==> src/rtl/forwarding_hazard_unit.sv <==
// Operand forwarding from MEM/WB and load-use stall sequencing for the EXE stage.
// Also keeps a saturating count of cycles spent stalling on load-use hazards.
module forwarding_hazard_unit #(
  parameter int REG_W    = 5,
  parameter int N_SRC    = 3,
  parameter int LOAD_LAT = 1,
  parameter int ZERO_REG = 1
) (
  input  logic                     clk,
  input  logic                     rst_n,
  input  logic [N_SRC*REG_W-1:0]   src_EXE,
  input  logic [N_SRC-1:0]         src_valid_EXE,
  input  logic [N_SRC*REG_W-1:0]   src_ID,
  input  logic [N_SRC-1:0]         src_valid_ID,
  input  logic [REG_W-1:0]         dest_EXE,
  input  logic [REG_W-1:0]         dest_MEM,
  input  logic [REG_W-1:0]         dest_WB,
  input  logic                     WB_EN_EXE,
  input  logic                     WB_EN_MEM,
  input  logic                     WB_EN_WB,
  input  logic                     MEM_RD_EXE,
  input  logic                     MEM_RD_MEM,
  input  logic                     flush,
  output logic [2*N_SRC-1:0]       fwd_sel,
  output logic                     stall_IF,
  output logic                     stall_ID,
  output logic                     bubble_EXE,
  output logic [15:0]              hazard_cnt
);

  localparam int CNT_W = $clog2(LOAD_LAT + 1);

  typedef enum logic [0:0] {
    ST_IDLE  = 1'b0,
    ST_STALL = 1'b1
  } state_t;

  state_t             state_q, state_d;
  logic [CNT_W-1:0]   cnt_q, cnt_d;
  logic [15:0]        hazard_cnt_q, hazard_cnt_d;
  logic [2*N_SRC-1:0] fwd_sel_s;
  logic               hazard_s;
  logic               stall_s;
  logic               stall_o_s;

  function automatic logic reg_match(input logic [REG_W-1:0] x, input logic [REG_W-1:0] d);
    return (x == d) && !((ZERO_REG != 0) && (x == {REG_W{1'b0}}));
  endfunction

  // Per-port forwarding select; a load still in MEM has no data to forward yet.
  always_comb begin
    fwd_sel_s = {(2*N_SRC){1'b0}};
    for (int i = 0; i < N_SRC; i++) begin
      if (!rst_n || !src_valid_EXE[i]) begin
        fwd_sel_s[2*i +: 2] = 2'd0;
      end else if (WB_EN_MEM && !MEM_RD_MEM && reg_match(src_EXE[i*REG_W +: REG_W], dest_MEM)) begin
        fwd_sel_s[2*i +: 2] = 2'd1;
      end else if (WB_EN_WB && reg_match(src_EXE[i*REG_W +: REG_W], dest_WB)) begin
        fwd_sel_s[2*i +: 2] = 2'd2;
      end else begin
        fwd_sel_s[2*i +: 2] = 2'd0;
      end
    end
  end

  // Load in EXE whose destination is read by any active ID source.
  always_comb begin
    hazard_s = 1'b0;
    for (int i = 0; i < N_SRC; i++) begin
      if (MEM_RD_EXE && WB_EN_EXE && src_valid_ID[i] && reg_match(src_ID[i*REG_W +: REG_W], dest_EXE)) begin
        hazard_s = 1'b1;
      end else begin
        hazard_s = hazard_s;
      end
    end
  end

  // Stall sequencer next-state; the stall output is Mealy and flush always wins.
  always_comb begin
    state_d = state_q;
    cnt_d   = cnt_q;
    stall_s = 1'b0;
    case (state_q)
      ST_IDLE: begin
        stall_s = hazard_s && !flush;
        if (stall_s && (LOAD_LAT > 1)) begin
          state_d = ST_STALL;
          cnt_d   = CNT_W'(LOAD_LAT - 1);
        end else begin
          state_d = ST_IDLE;
        end
      end
      ST_STALL: begin
        stall_s = !flush;
        if (flush) begin
          state_d = ST_IDLE;
          cnt_d   = {CNT_W{1'b0}};
        end else if (cnt_q == CNT_W'(1)) begin
          state_d = ST_IDLE;
          cnt_d   = cnt_q - CNT_W'(1);
        end else begin
          cnt_d   = cnt_q - CNT_W'(1);
        end
      end
      default: begin
        state_d = ST_IDLE;
        cnt_d   = {CNT_W{1'b0}};
        stall_s = 1'b0;
      end
    endcase
    stall_o_s = stall_s && rst_n;
    if (stall_o_s && (hazard_cnt_q != 16'hFFFF)) begin
      hazard_cnt_d = hazard_cnt_q + 16'd1;
    end else begin
      hazard_cnt_d = hazard_cnt_q;
    end
  end

  // State, down-counter and performance counter registers.
  always_ff @(posedge clk or negedge rst_n) begin
    if (!rst_n) begin
      state_q      <= ST_IDLE;
      cnt_q        <= {CNT_W{1'b0}};
      hazard_cnt_q <= 16'd0;
    end else begin
      state_q      <= state_d;
      cnt_q        <= cnt_d;
      hazard_cnt_q <= hazard_cnt_d;
    end
  end

  assign fwd_sel    = fwd_sel_s;
  assign stall_IF   = stall_o_s;
  assign stall_ID   = stall_o_s;
  assign bubble_EXE = stall_o_s;
  assign hazard_cnt = hazard_cnt_q;

endmodule
==> config.mk <==
export PLATFORM = sky130hd
export DESIGN_NAME = forwarding_hazard_unit
export DESIGN_NICKNAME = d
export VERILOG_FILES = /design/src/rtl/forwarding_hazard_unit.sv
export SDC_FILE = /design/constraint.sdc
export NUM_CORES = 1
export LEC_CHECK = 0
export ABC_AREA = 1
export CORE_ASPECT_RATIO = 1.75
export CORE_MARGIN = 2
export CORE_UTILIZATION = 47
export CTS_BUF_LIST = sky130_fd_sc_hd__clkbuf_4 sky130_fd_sc_hd__clkbuf_8
export DETAILED_ROUTE_END_ITERATION = 16
export GPL_TIMING_DRIVEN = 0
export PLACE_DENSITY = 0.85
export RECOVER_POWER = 25
export SYNTH_ARGS = -nofsm -noshare
export SYNTH_HDL_FRONTEND = slang
export SYNTH_SLANG_ARGS = --single-unit
==> constraint.sdc <==
create_clock -name clk -period 5.3 [get_ports clk]
set_clock_uncertainty 0.15 [all_clocks]
set_input_delay 0.53 -clock clk [delete_from_list [all_inputs] [get_ports clk]]
set_output_delay 0.53 -clock clk [all_outputs]
set_load 0.02 [all_outputs]
# Word-level counts from Yosys, hierarchy flattened
# Cells that the tools add are included.
[word_totals]
word_cells = 80
out_inout_bits = 25
regBits = 18
[op_classes]
n_mux = 17
bitwise = 1
eq_ne = 10
n_reduce_logical = 47
addsub = 2
[op_table]
columns = ["op", "count"]
rows = [
  ["$eq A5 B5 Y1", 9],
  ["$logic_not A5 Y1", 6],
  ["$logic_and A1 B1 Y1", 26],
  ["$mux W2", 9],
  ["$add A16 B1 Y16 const B", 1],
  ["$ne A16 B16 Y1 const B", 1],
  ["$logic_not A1 Y1", 12],
  ["$mux W1", 6],
  ["$pmux W1 S2", 2],
  ["$logic_or A1 B1 Y1", 3],
  ["$not A1 Y1", 1],
  ["$sub A1 B1 Y1 const B", 1],
]

# Logic depth before layout (Yosys ltp)
# Gate-level depths: netlist of the first run.
[logic_depth]
ltp_word = 11
depth_mapped = 12
depth_no_buf = 11

# Least setup slack after synthesis of the first run
# OpenSTA, ideal clock, no wires.
[synth_timing]
path_kind = "input port to output port"
startpoint = "input port rst_n"
endpoint = "output port stall_ID"
slack_ps = 2737
n_path_buf = 1
arrival_time_ps = 1883
path_stages = 4
path_cell_list = "inv_1 > nor2_1 > a21boi_0 > buf_4"
[synth_between]
elab_chain_cells = 1
[synth_lines]
columns = ["element", "line", "source"]
rows = [
  ["start: declaration", "10", "input logic rst_n,"],
  ["$logic_and A1 B1 Y1", "111", "stall_o_s = stall_s && rst_n;"],
  ["end: declaration", "26", "output logic stall_ID,"],
]
# Every way passes these cells.

# Worst setup path after layout of the first run
# Ends and elaborated chain as after synthesis.

==> results.md, run 1 <==
- The initial standard-cell utilization of the core is 0.490.
- The total area of multi-input combinational cells is 0.00130 mm^2.
- Setup repair after global routing left no endpoint under its margin.
- CTS placed an instance of clkbuf_8 at the clock tree root.
- Among all cell types in the netlist, the one instantiated most often is nand2_1.
- The via count of the first global-routing pass is 2338.
- The highest clock frequency the design can meet is 235 MHz.
- The fraction of final layout cells sized beyond drive strength 1 is 0.0517.
- The design area is 0.00286 mm^2.
- For this run, the number of standard cells in the final layout without fillers is 435.
- The die is 88.4 um tall.
- The buffer count from post-CTS setup fixing is 0.
- The accumulated negative setup slack is 0 ns.
- The worst setup path is of the in -> out kind.
- The number of buffers inserted during clock tree synthesis is 3.
- Dividing total power by cell area gives a power density of 133 mW/mm^2.
- The number of enable flip-flop cells after synthesis is 0.
- The number of routed nets with antenna violations is 0.
- For hold timing, the worst endpoint is state_q$_DFF_PN0_.
- The largest net degree at the start of global routing is 23.
- TritonCTS built the clock tree.
- The startpoint identified for the worst hold timing path is cnt_q$_DFFE_PN0P_.
- The post-detailed-route DRC marker count is 0.
- The post-detailed-routing wire length is 5950 um.
- The type of element capturing the critical path is a primary output.
- STA classifies the critical path startpoint as an input port.
- The run finished with clean final reports.
- The number of sinks on the clock net is 18.
- The worst setup slack for register-to-register paths is 3.23 ns.
- The number of buffers and inverters on the critical path is 4.
- The cell family with the largest share of critical-path delay is buffers and inverters.
- In this run the worst path has a maximum fanout of 22.
- The flip-flop and latch count after synthesis is 18.
- The number of instances on the worst hold path is 3.
- The total routing resource utilization after global routing is 0.278.
- The number of gates resized after CTS is 0.
- For this design the static power due to leakage is 1.31 nW.
- Clock-pin slew was measured on the worst setup and hold paths at 0.07 ns.
- The dominant synthesized flop cell is dfrtp_1.
- The overall power after layout is 380 uW.
- The later pin in the worst-skew pair is clocked with a latency of 0.26 ns.
- CTS built an H-tree with a depth of 1.
- The data arrival time of the worst path is 3.57 ns.
- Across the whole layout, storage elements account for 450 um^2.
- The total count of max-transition violations in the final report is 0.
- The area of the placeable core is 0.00390 mm^2.
- The layout has 342 filler cells.
- The sum of net half-perimeters after detailed placement is 4900 um.
- The async set-or-reset flop fraction in the synthesized netlist is 1.00.
- The die covers 0.00461 mm^2.
- The area share of the largest cell type after synthesis is 0.236.
- For the pin with the worst max-slew slack, the measured transition is 0.998 ns.
- The relative area change from synthesis to final layout is 49.5%.
- The worst reg2reg path depth is 9.
- The wire length per cell is 13.7 um.
- The total I/O pin count is 84.
- Row generation in the floorplan step produced 30 rows.
- The number of standard cells after synthesis is 300.
- By count the netlist is led by nand2_1, nor2_1, inv_1, xnor2_1, nand4_1.
- The max-cap check violation count is 0.
- The class of the tightest hold or removal check is reg -> reg.
- Yosys mapped the design onto 29 distinct sky130hd cell types.
- The share of the clock period used by the worst path is 0.802.
- The total standard cell area after synthesis is 0.00191 mm^2.
- The final count of negative-setup-slack endpoints is 0.
- At the worst endpoint, the required time is 4.62 ns.
- For this block, the initial DRC count from the detailed router was 37.
- For this run the aggregate overflow at the end of global routing stands at 0.
- At the end of routability-driven placement, the weighted congestion stood at 0.930.
- The worst register-to-register path begins at hazard_cnt[0]$_DFFE_PN0P_.
- The cell count after placement is 431.
- Yosys attributes the largest share of cell area to dfrtp_1, nand2_1, xnor2_1.
- The final hold violation count is 0.
- The global-route wire length before repair is 9740 um.
- The antenna diode count is 0.
- Traced cell by cell, the critical path runs through dlygate4sd3_1, inv_1, nor2_1, a21boi_0, buf_4, clkdlybuf4s50_1.
- The endpoint identified for the worst register-to-register timing path is hazard_cnt[4]$_DFFE_PN0P_.
- The net count after synthesis is 360.
- The post-place instance area is 0.00280 mm^2.
- The total number of yosys warnings is 0.
- The cell type with the largest total area after synthesis is dfrtp_1.
- The initial antenna violation count is 0.
- The sequential-to-total area share from yosys stat is 0.236.
- The worst-path cell with the longest stage delay is dlygate4sd3_1.
- The count of buffers added on input and output ports is 83.
- IR analysis of the VDD net gives a maximum drop of 0.0000989 V.
- The floorplan die width is 52.2 um.
- The normalized max-slew margin is 0.333.
- In this run the number of cells on the critical path is 6.
- Detailed routing inserted a total of 2319 vias.
- The hold-fix buffer count after cts is 0.
- For this run, the post-layout net count is 448.
- The time the final worst path needs with I/O delays and setup is 4.25 ns.
- The longest clock path from root to sink contains 2 buffers.
- On the worst path, the slowest cell contributes a delay of 1.19 ns.
- The mean instance size in the synthesized netlist is 6.37 um^2.
- The via density per instance is 5.33.
- The length of the first detailed-routing pass in iterations is 4.
final cells by class:
type,instances,area share
Multi-Input combinational cell,244,0.455
Timing Repair Buffer,83,0.291
Sequential cell,18,0.158
Inverter,32,0.0420
Tap cell,48,0.0210
Clock buffer,4,0.0193
Buffer,6,0.0140
cells by family after synthesis:
group | Yosys count | share of synthesized area
fa+ha+maj | 1 | 0.00654
simple gates | 192 | 0.456
xor+xnor | 33 | 0.151
flops | 18 | 0.236
compound gates | 18 | 0.0668
buf+inv | 38 | 0.0838
sequential cells by signal (all words and copies together) (netlist names):
signal,count
hazard_cnt,16
cnt_q,1
state_q,1
where the power goes:
group | leakage, nW | internal (mW) | total, mW | switching [mW]
Sequential | 0.248 | 0.140 | 0.143 | 0.00338
Combinational | 1.03 | 0.0649 | 0.120 | 0.0550
Clock | 0.0288 | 0.0662 | 0.117 | 0.0507
routing by layer:
layer	part of all wire	wire, um	GRT usage	up-vias
met3	0.059	350	0.0389	16
met1	0.33	1980	0.238	1060
met4	0.037	218	0.126	0
met5	0	0	0	-
li1	-	-	-	1150
met2	0.57	3400	0.586	93
worst min-delay path, cell delays in order (launching register included):
cell     delay (ns)
dfrtp_1        0.33
inv_1          0.05
nand2_1        0.05
nor2_1         0.04
per-stage QoR:
step           setup WS (ns)  utilization  hold slack (ns)
4_1_cts                 1.06        0.732            0.347
3_3_place_gp            1.10        0.718            0.321
2_1_floorplan           2.74            -           0.0844
6_report                1.05        0.732            0.349
5_1_grt                0.782        0.732            0.372
3_5_place_dp            1.04        0.718            0.337
placed cells by master, fill, tap and decap left out, types with 3 or more instances in the layout:
cell             count
clkbuf_8             4
nor2_1              38
a21boi_0             3
dfrtp_1             18
clkdlybuf4s50_1     81
o2111ai_1            4
xnor2_1             20
nor3_1              10
o21ai_0              4
nand4_1             19
or2_2                4
inv_1               32
xor2_1              13
nand3_1             15
nand2_1             97
worst max-delay path by stage:
| stage | to | slack, ns | from |
|---|---|---|---|
| after floorplan | stall_ID | 2.74 | rst_n |
| after global placement | stall_ID | 1.10 | rst_n |
| after detailed placement | stall_ID | 1.04 | rst_n |
| after CTS | stall_ID | 1.06 | rst_n |
| after global routing | stall_ID | 0.78 | rst_n |
| final | stall_ID | 1.05 | rst_n |
Power figures use the tool's default switching activity.
==> run 2, diff against run 1 <==
Settings changed: CORE_UTILIZATION 47 to 40, PLACE_DENSITY 0.85 to 0.77.
Clock period 5.3 ns to 3.8 ns, I/O delays scaled along.
==> run 2 against run 1 <==
  * Die area up 16%
  * Clock-buffer cell count unchanged
  * Sequential share of layout area about the same
  * Hold slack better by 0.00094 ns
  * Critical path type unchanged
  * Largest cell class unchanged
==> results.md, run 2 (synthesis results as in run 1) <==
- Of the total power, registers draw 0.376.
- The slowest stage of the critical path belongs to the cell clkdlybuf4s50_1.
- The via density per instance is 5.23.
- The portion of total power attributed to the clock network is 0.305.
- The switching power is 153 uW.
- The total I/O pin count is 84.
- The worst setup path startpoint is flush.
- Summed over all nets, the half-perimeter wirelength after detailed placement is 5050 um.
- The initial antenna violation count came to 0.
- Data on the critical path is required at its endpoint by 3.27 ns.
- The congestion estimate from routability-driven global placement came to 0.907.
- The relative area change from synthesis to final layout is 49.9%.
- The final hold violation count is 0.
- Entering global routing, the biggest net connects 23 pins.
- The post-detailed-routing wire length is 6210 um.
- The type of element capturing the critical path is a primary output.
- The worst-case IR drop observed on VDD is 0.000166 V.
- The number of flip-flops under the largest register name is 16.
- The worst path in the final design needs a cycle of 3.19 ns, including I/O delays and setup.
- The fraction of final layout cells sized beyond drive strength 1 is 0.0515.
- The clock root buffer is clkbuf_8.
- The wire length per cell is 14.1 um.
- The normalized max-slew margin is 0.431.
- The number of buffers inserted during clock tree synthesis is 3.
- In this run, the number of DRC markers left after iteration 0 of detailed routing was 71.
- The highest clock frequency the design can meet is 314 MHz.
- Summed over all failing endpoints, the final setup total negative slack is 0 ns.
- The source of the worst register-to-register timing path is hazard_cnt[0]$_DFFE_PN0P_.
- The transition time of the tightest slew-check pin is 0.850 ns.
- STA classifies the critical path startpoint as an input port.
- The leakage power summed over all cells is 1.31 nW.
- The antenna diode count is 0.
- Setup repair after global routing left no endpoint under its margin.
- The total count of max-transition violations in the final report came to 0.
- The length of the first detailed-routing pass in iterations is 4.
- The die is 95.5 um tall.
- Of the total power, the share spent switching nets is 0.288.
- The floorplan die area is 0.00537 mm^2.
- The area of the placeable core is 0.00462 mm^2.
- The flow ran to the end, and the final reports show no timing, DRC or antenna violations.
- The capturing element of the worst setup path is stall_IF.
- For this run, the total global-route usage over all layers was measured as 0.244.
- After clock tree synthesis, the clock-pin slew on the worst setup and hold paths is 0.07 ns.
- STA puts the critical path data arrival time at 2.66 ns.
- Input and output buffers added on the ports amount to 83.
- The startpoint-to-endpoint class of the critical path is in -> out.
- The post-layout net count is 449.
- The tightest hold path in the finished design has a slack of 0.350 ns.
- In this run the number of H-tree levels came out at 1.
- The library cell used most frequently in the layout, excluding fill and tap cells, is nand2_1.
- In this run the worst path has a maximum fanout of 9.
- The TritonCTS clock tree is built.
- The first global-routing pass estimated 10400 um of wire.
- In the layout the commonest cells are nand2_1, clkdlybuf4s50_1, nor2_1.
- The post-detailed-route DRC marker count is 0.
- The initial standard-cell utilization of the core is 0.413.
- In the finished design, the share of the clock period the worst path needs comes to 0.839.
- The total overflow left after global routing is 0.
- The critical path goes through dlygate4sd3_1, nor2_1, a21boi_0, buf_4, clkdlybuf4s50_1.
- Across the run, the number of max-cap violations was 0.
- The via count of the first global-routing pass is 2366.
- The floorplan step set the die width to 56.3 um.
- The total number of placement rows is 33.
- Setup violations remaining at the end of the flow were counted as 0.
- In this run the register-to-register setup slack is 1.73 ns.
- For the worst-skew pair, the clock arrives at the later sink with an insertion delay of 0.26 ns.
- The worst hold path belongs to the class reg -> reg.
- The maximum number of buffers from clock root to sink is 2.
- The endpoint identified for the worst register-to-register timing path is hazard_cnt[4]$_DFFE_PN0P_.
- The total power per unit cell area is 185 mW/mm^2.
- The cell-internal power is 378 uW.
- The number of routed nets with antenna violations is 0.
- In this design, the stage delay of the slowest critical-path cell is 0.60 ns.
- The routed layout has 2300 vias.
- The number of sinks on the clock net is 18.
- The part of the total power dissipated in combinational logic is 0.319.
- The worst reg2reg path depth is 9.
run 2: cell count changes in the layout (fill, tap and decap cells not counted), sizes merged:
cell / previous run / this run
clkbuf: 5 / 6
run 2: metrics by stage:
step,instances,power (mW),setup WS (ns),utilization,area (um^2)
after detailed placement,435,0.372,-0.127,0.607,2810
after global routing,440,0.559,0.443,0.620,2870
after CTS,439,0.530,0.125,0.619,2860
final,440,0.531,0.614,0.620,2870
after floorplan,300,0.269,1.54,-,1910
after global placement,435,0.368,-0.0744,0.607,2810
run 2: power groups by stage:
| stage | logic (mW) | clock network (mW) | registers (mW) |
|---|---|---|---|
| 2_1_floorplan | 0.0636 | 0 | 0.206 |
| 3_3_place_gp | 0.165 | 0 | 0.203 |
| 3_5_place_dp | 0.168 | 0 | 0.203 |
| 4_1_cts | 0.169 | 0.163 | 0.199 |
| 5_1_grt | 0.187 | 0.172 | 0.200 |
| 6_report | 0.169 | 0.162 | 0.199 |
run 2: routing by layer:
layer	track usage	vias up	wire, um
li1	-	1154	-
met1	0.231	1029	2110
met2	0.501	99	3490
met3	0.0312	18	354
met4	0.113	0	252
met5	0	-	0
run 2: timing repair:
action | 4_1_cts | 5_1_grt
buffers inserted | 0 | 0
endpoints found under the setup margin | 3 | 3
hold buffers | 0 | 1
endpoints found under the hold margin | 0 | 18
gates cloned | 0 | 0
resized for setup | 1 | 2
run 2: area by class of cell:
cell class,instances,area [um^2]
Inverter,32,120
Sequential cell,18,450
Clock buffer,4,55.1
Timing Repair Buffer,84,835
Fill cell,440,1760
Tap cell,52,65.1
Buffer,6,40.0
Multi-Input combinational cell,244,1300
run 2: how the worst min path moves through the flow:
stage,endpoint,cells past startpoint,startpoint
2_1_floorplan,cnt_q$_DFFE_PN0P_,0,rst_n
3_3_place_gp,state_q$_DFF_PN0_,3,cnt_q$_DFFE_PN0P_
3_5_place_dp,state_q$_DFF_PN0_,3,cnt_q$_DFFE_PN0P_
4_1_cts,hazard_cnt[13]$_DFFE_PN0P_,1,rst_n
5_1_grt,state_q$_DFF_PN0_,3,cnt_q$_DFFE_PN0P_
6_report,state_q$_DFF_PN0_,3,cnt_q$_DFFE_PN0P_
run 2: worst max-delay path: cells and delay by family:
kind	cells	cell delay (ns)
buffers and inverters	3	1.33
and+or+nand+nor	1	0.53
AOI/OAI and AO/OA	1	0.41
==> run 3, diff against run 2 <==
Settings changed: CORE_UTILIZATION 40 to 44, PLACE_DENSITY 0.77 to 0.8.
Clock period 3.8 ns to 3 ns, I/O delays scaled along.
==> run 3 against run 2 <==
  * Global-route usage grew 1.5 points
  * Hold slack got worse by 0.014 ns
  * Die area decreased by 8.6%
  * Critical path depth up 5
  * Largest cell class unchanged
  * Largest power group unchanged
  * Highest routed layer unchanged
==> results.md, run 3 (synthesis results as in run 1) <==
- Input and output buffers added on the ports amount to 83.
- For this run the aggregate overflow at the end of global routing stands at 0.
- The initial standard-cell utilization of the core is 0.461.
- Setup repair after global routing left no endpoint under its margin.
- The share of the clock period used by the worst path is 0.915.
- Detailed placement finished with a half-perimeter wire length of 4770 um.
- The initial antenna violation count was 0.
- For this design the top-level I/O count stands at 84.
- The buffer count from post-CTS setup fixing is 0.
- The library cell used most frequently in the layout, excluding fill and tap cells, is nand2_1.
- TritonCTS built the clock tree.
- In this run the horizontal extent of the chip is 53.8 um.
- The CTS clock-pin slew for the worst setup and hold paths is 0.06 ns.
- After detailed routing, the number of remaining DRC violations is 0.
- Of the cells placed in the final design, the portion with a size suffix greater than 1 is 0.0541.
- The number of filler cells placed in the layout is 372.
- The length of the first detailed-routing pass in iterations is 5.
- The peak ir drop on the vdd network is 0.000172 V.
- The combined flip-flop and latch cell area is 450 um^2.
- The H-tree depth reported by CTS is 1.
- The congestion estimate from routability-driven global placement came to 0.860.
- Setup violations remaining at the end of the flow were counted as 0.
- The run finished with clean final reports.
- Summed over all cells, the static leakage comes to 1.35 nW.
- After floorplanning, the core was divided into 31 placement rows.
- The maximum fanout along the worst path is 4.
- The floorplan die area is 0.00491 mm^2.
- The floorplan die height is 91.2 um.
- For this block, the routed nets add up to 5850 um of wire.
- The max-cap check violation count is 0.
- After detailed routing, the number of vias per cell comes to 5.20.
- Static timing analysis puts the maximum clock frequency at 364 MHz.
- The total power per unit cell area is 234 mW/mm^2.
- The via count of the first global-routing pass is 2231.
- The relative area change from synthesis to final layout is 50.1%.
- The total count of max-transition violations in the final report is 0.
- The repair_antennas step left the layout with diodes totalling 0.
- The clock root buffer is clkbuf_8.
- The maximum number of buffers from clock root to sink is 2.
- The startpoint-to-endpoint class of the critical path is in -> out.
- The class of the tightest hold or removal check is reg -> reg.
- The register with the most flip-flops in the layout has 16 of them.
- The cell count after placement is 432.
- The number of buffers inserted during clock tree synthesis is 3.
- The transition time of the tightest slew-check pin is 0.842 ns.
- The total area of multi-input combinational cells is 0.00130 mm^2.
- The number of sinks on the clock net is 18.
- The accumulated negative setup slack is 0 ns.
- The global-route wire length before repair is 9600 um.
- STA classifies the critical path startpoint as an input port.
- The required time of the critical path is 2.55 ns.
- The finished layout holds 437 standard cells, fillers aside.
- For this run, the total global-route usage over all layers was measured as 0.259.
- The latest clock arrival within the worst-skew pair is 0.27 ns.
- The initial detailed-routing violation count is 70.
- The via count is 2272.
- The final hold violation count is 0.
- The core region is 0.00415 mm^2.
- The normalized max-slew margin is 0.437.
- In the final design database the tool counted 449 nets.
- The wire length per cell is 13.4 um.
- The data arrival time of the worst path is 2.29 ns.
- The largest net degree at the start of global routing is 19.
- The detail route stage leaves a number of antenna-violating nets equal to 0.
- STA classifies the critical path endpoint as a primary output.
- The top cell types in the final layout, fill and taps aside, are nand2_1, clkdlybuf4s50_1, nor2_1.
- The time the final worst path needs with I/O delays and setup is 2.74 ns.
[run 3: through the flow]
step	setup WS (ns)	hold slack [ns]	utilization	total power [mW]	cell area [um^2]
after floorplan	0.897	-0.146	-	0.341	1910
after global placement	-0.684	0.320	0.676	0.466	2800
after detailed placement	-0.705	0.332	0.676	0.469	2800
after CTS	0.0578	0.343	0.692	0.674	2870
after global routing	0.0463	0.361	0.692	0.700	2870
final	0.255	0.336	0.692	0.671	2870
[run 3: power by group]
group	internal, mW	switching (mW)	leakage [nW]
Clock	0.117	0.0884	0.0288
Combinational	0.115	0.0977	1.07
Sequential	0.247	0.00554	0.248
Total	0.479	0.192	1.35
[run 3: area by class of cell]
class | instances | share of cell area
multi-input combinational | 244 | 0.454
timing repair buffer | 84 | 0.293
sequential | 18 | 0.157
inverter | 32 | 0.0418
tap | 49 | 0.0214
clock buffer | 4 | 0.0192
buffer | 6 | 0.0139
[run 3: per-layer routing]
layer  track usage  vias up  part of all wire
met5             0        -                 0
met4         0.126        0             0.045
met3        0.0461       16             0.069
met2         0.479       95              0.53
met1         0.255     1010              0.35
li1              -     1151                 -
[run 3: path summary, 6_finish.rpt]
| kind | from | end | slack [ns] | cells after the start |
|---|---|---|---|---|
| worst min register to register | state_q$_DFF_PN0_ | cnt_q$_DFFE_PN0P_ | 0.34 | 1 |
| worst min-delay path | state_q$_DFF_PN0_ | cnt_q$_DFFE_PN0P_ | 0.34 | 1 |
| min in group asynchronous | rst_n | hazard_cnt[13]$_DFFE_PN0P_ | 0.84 | 2 |
| worst max register to register | hazard_cnt[0]$_DFFE_PN0P_ | hazard_cnt[6]$_DFFE_PN0P_ | 0.94 | 9 |
| max in group asynchronous | rst_n | hazard_cnt[3]$_DFFE_PN0P_ | 1.33 | 2 |
| worst max-delay path | dest_EXE[0] | bubble_EXE | 0.26 | 10 |
[run 3: repair_timing]
item	CTS	global route
gates resized for setup	4	3
endpoints found under the hold margin	18	0
endpoints found under the setup margin	8	3
hold buffers	1	0
[run 3: worst max-delay path: stages]
cell	delay, ns
clkdlybuf4s50_1	0.55
inv_1	0.08
nand2_1	0.06
nand2_1	0.05
nor2_1	0.10
nand3_1	0.10
nor2_1	0.12
nor2_1	0.08
a21boi_1	0.22
clkdlybuf4s50_1	0.65
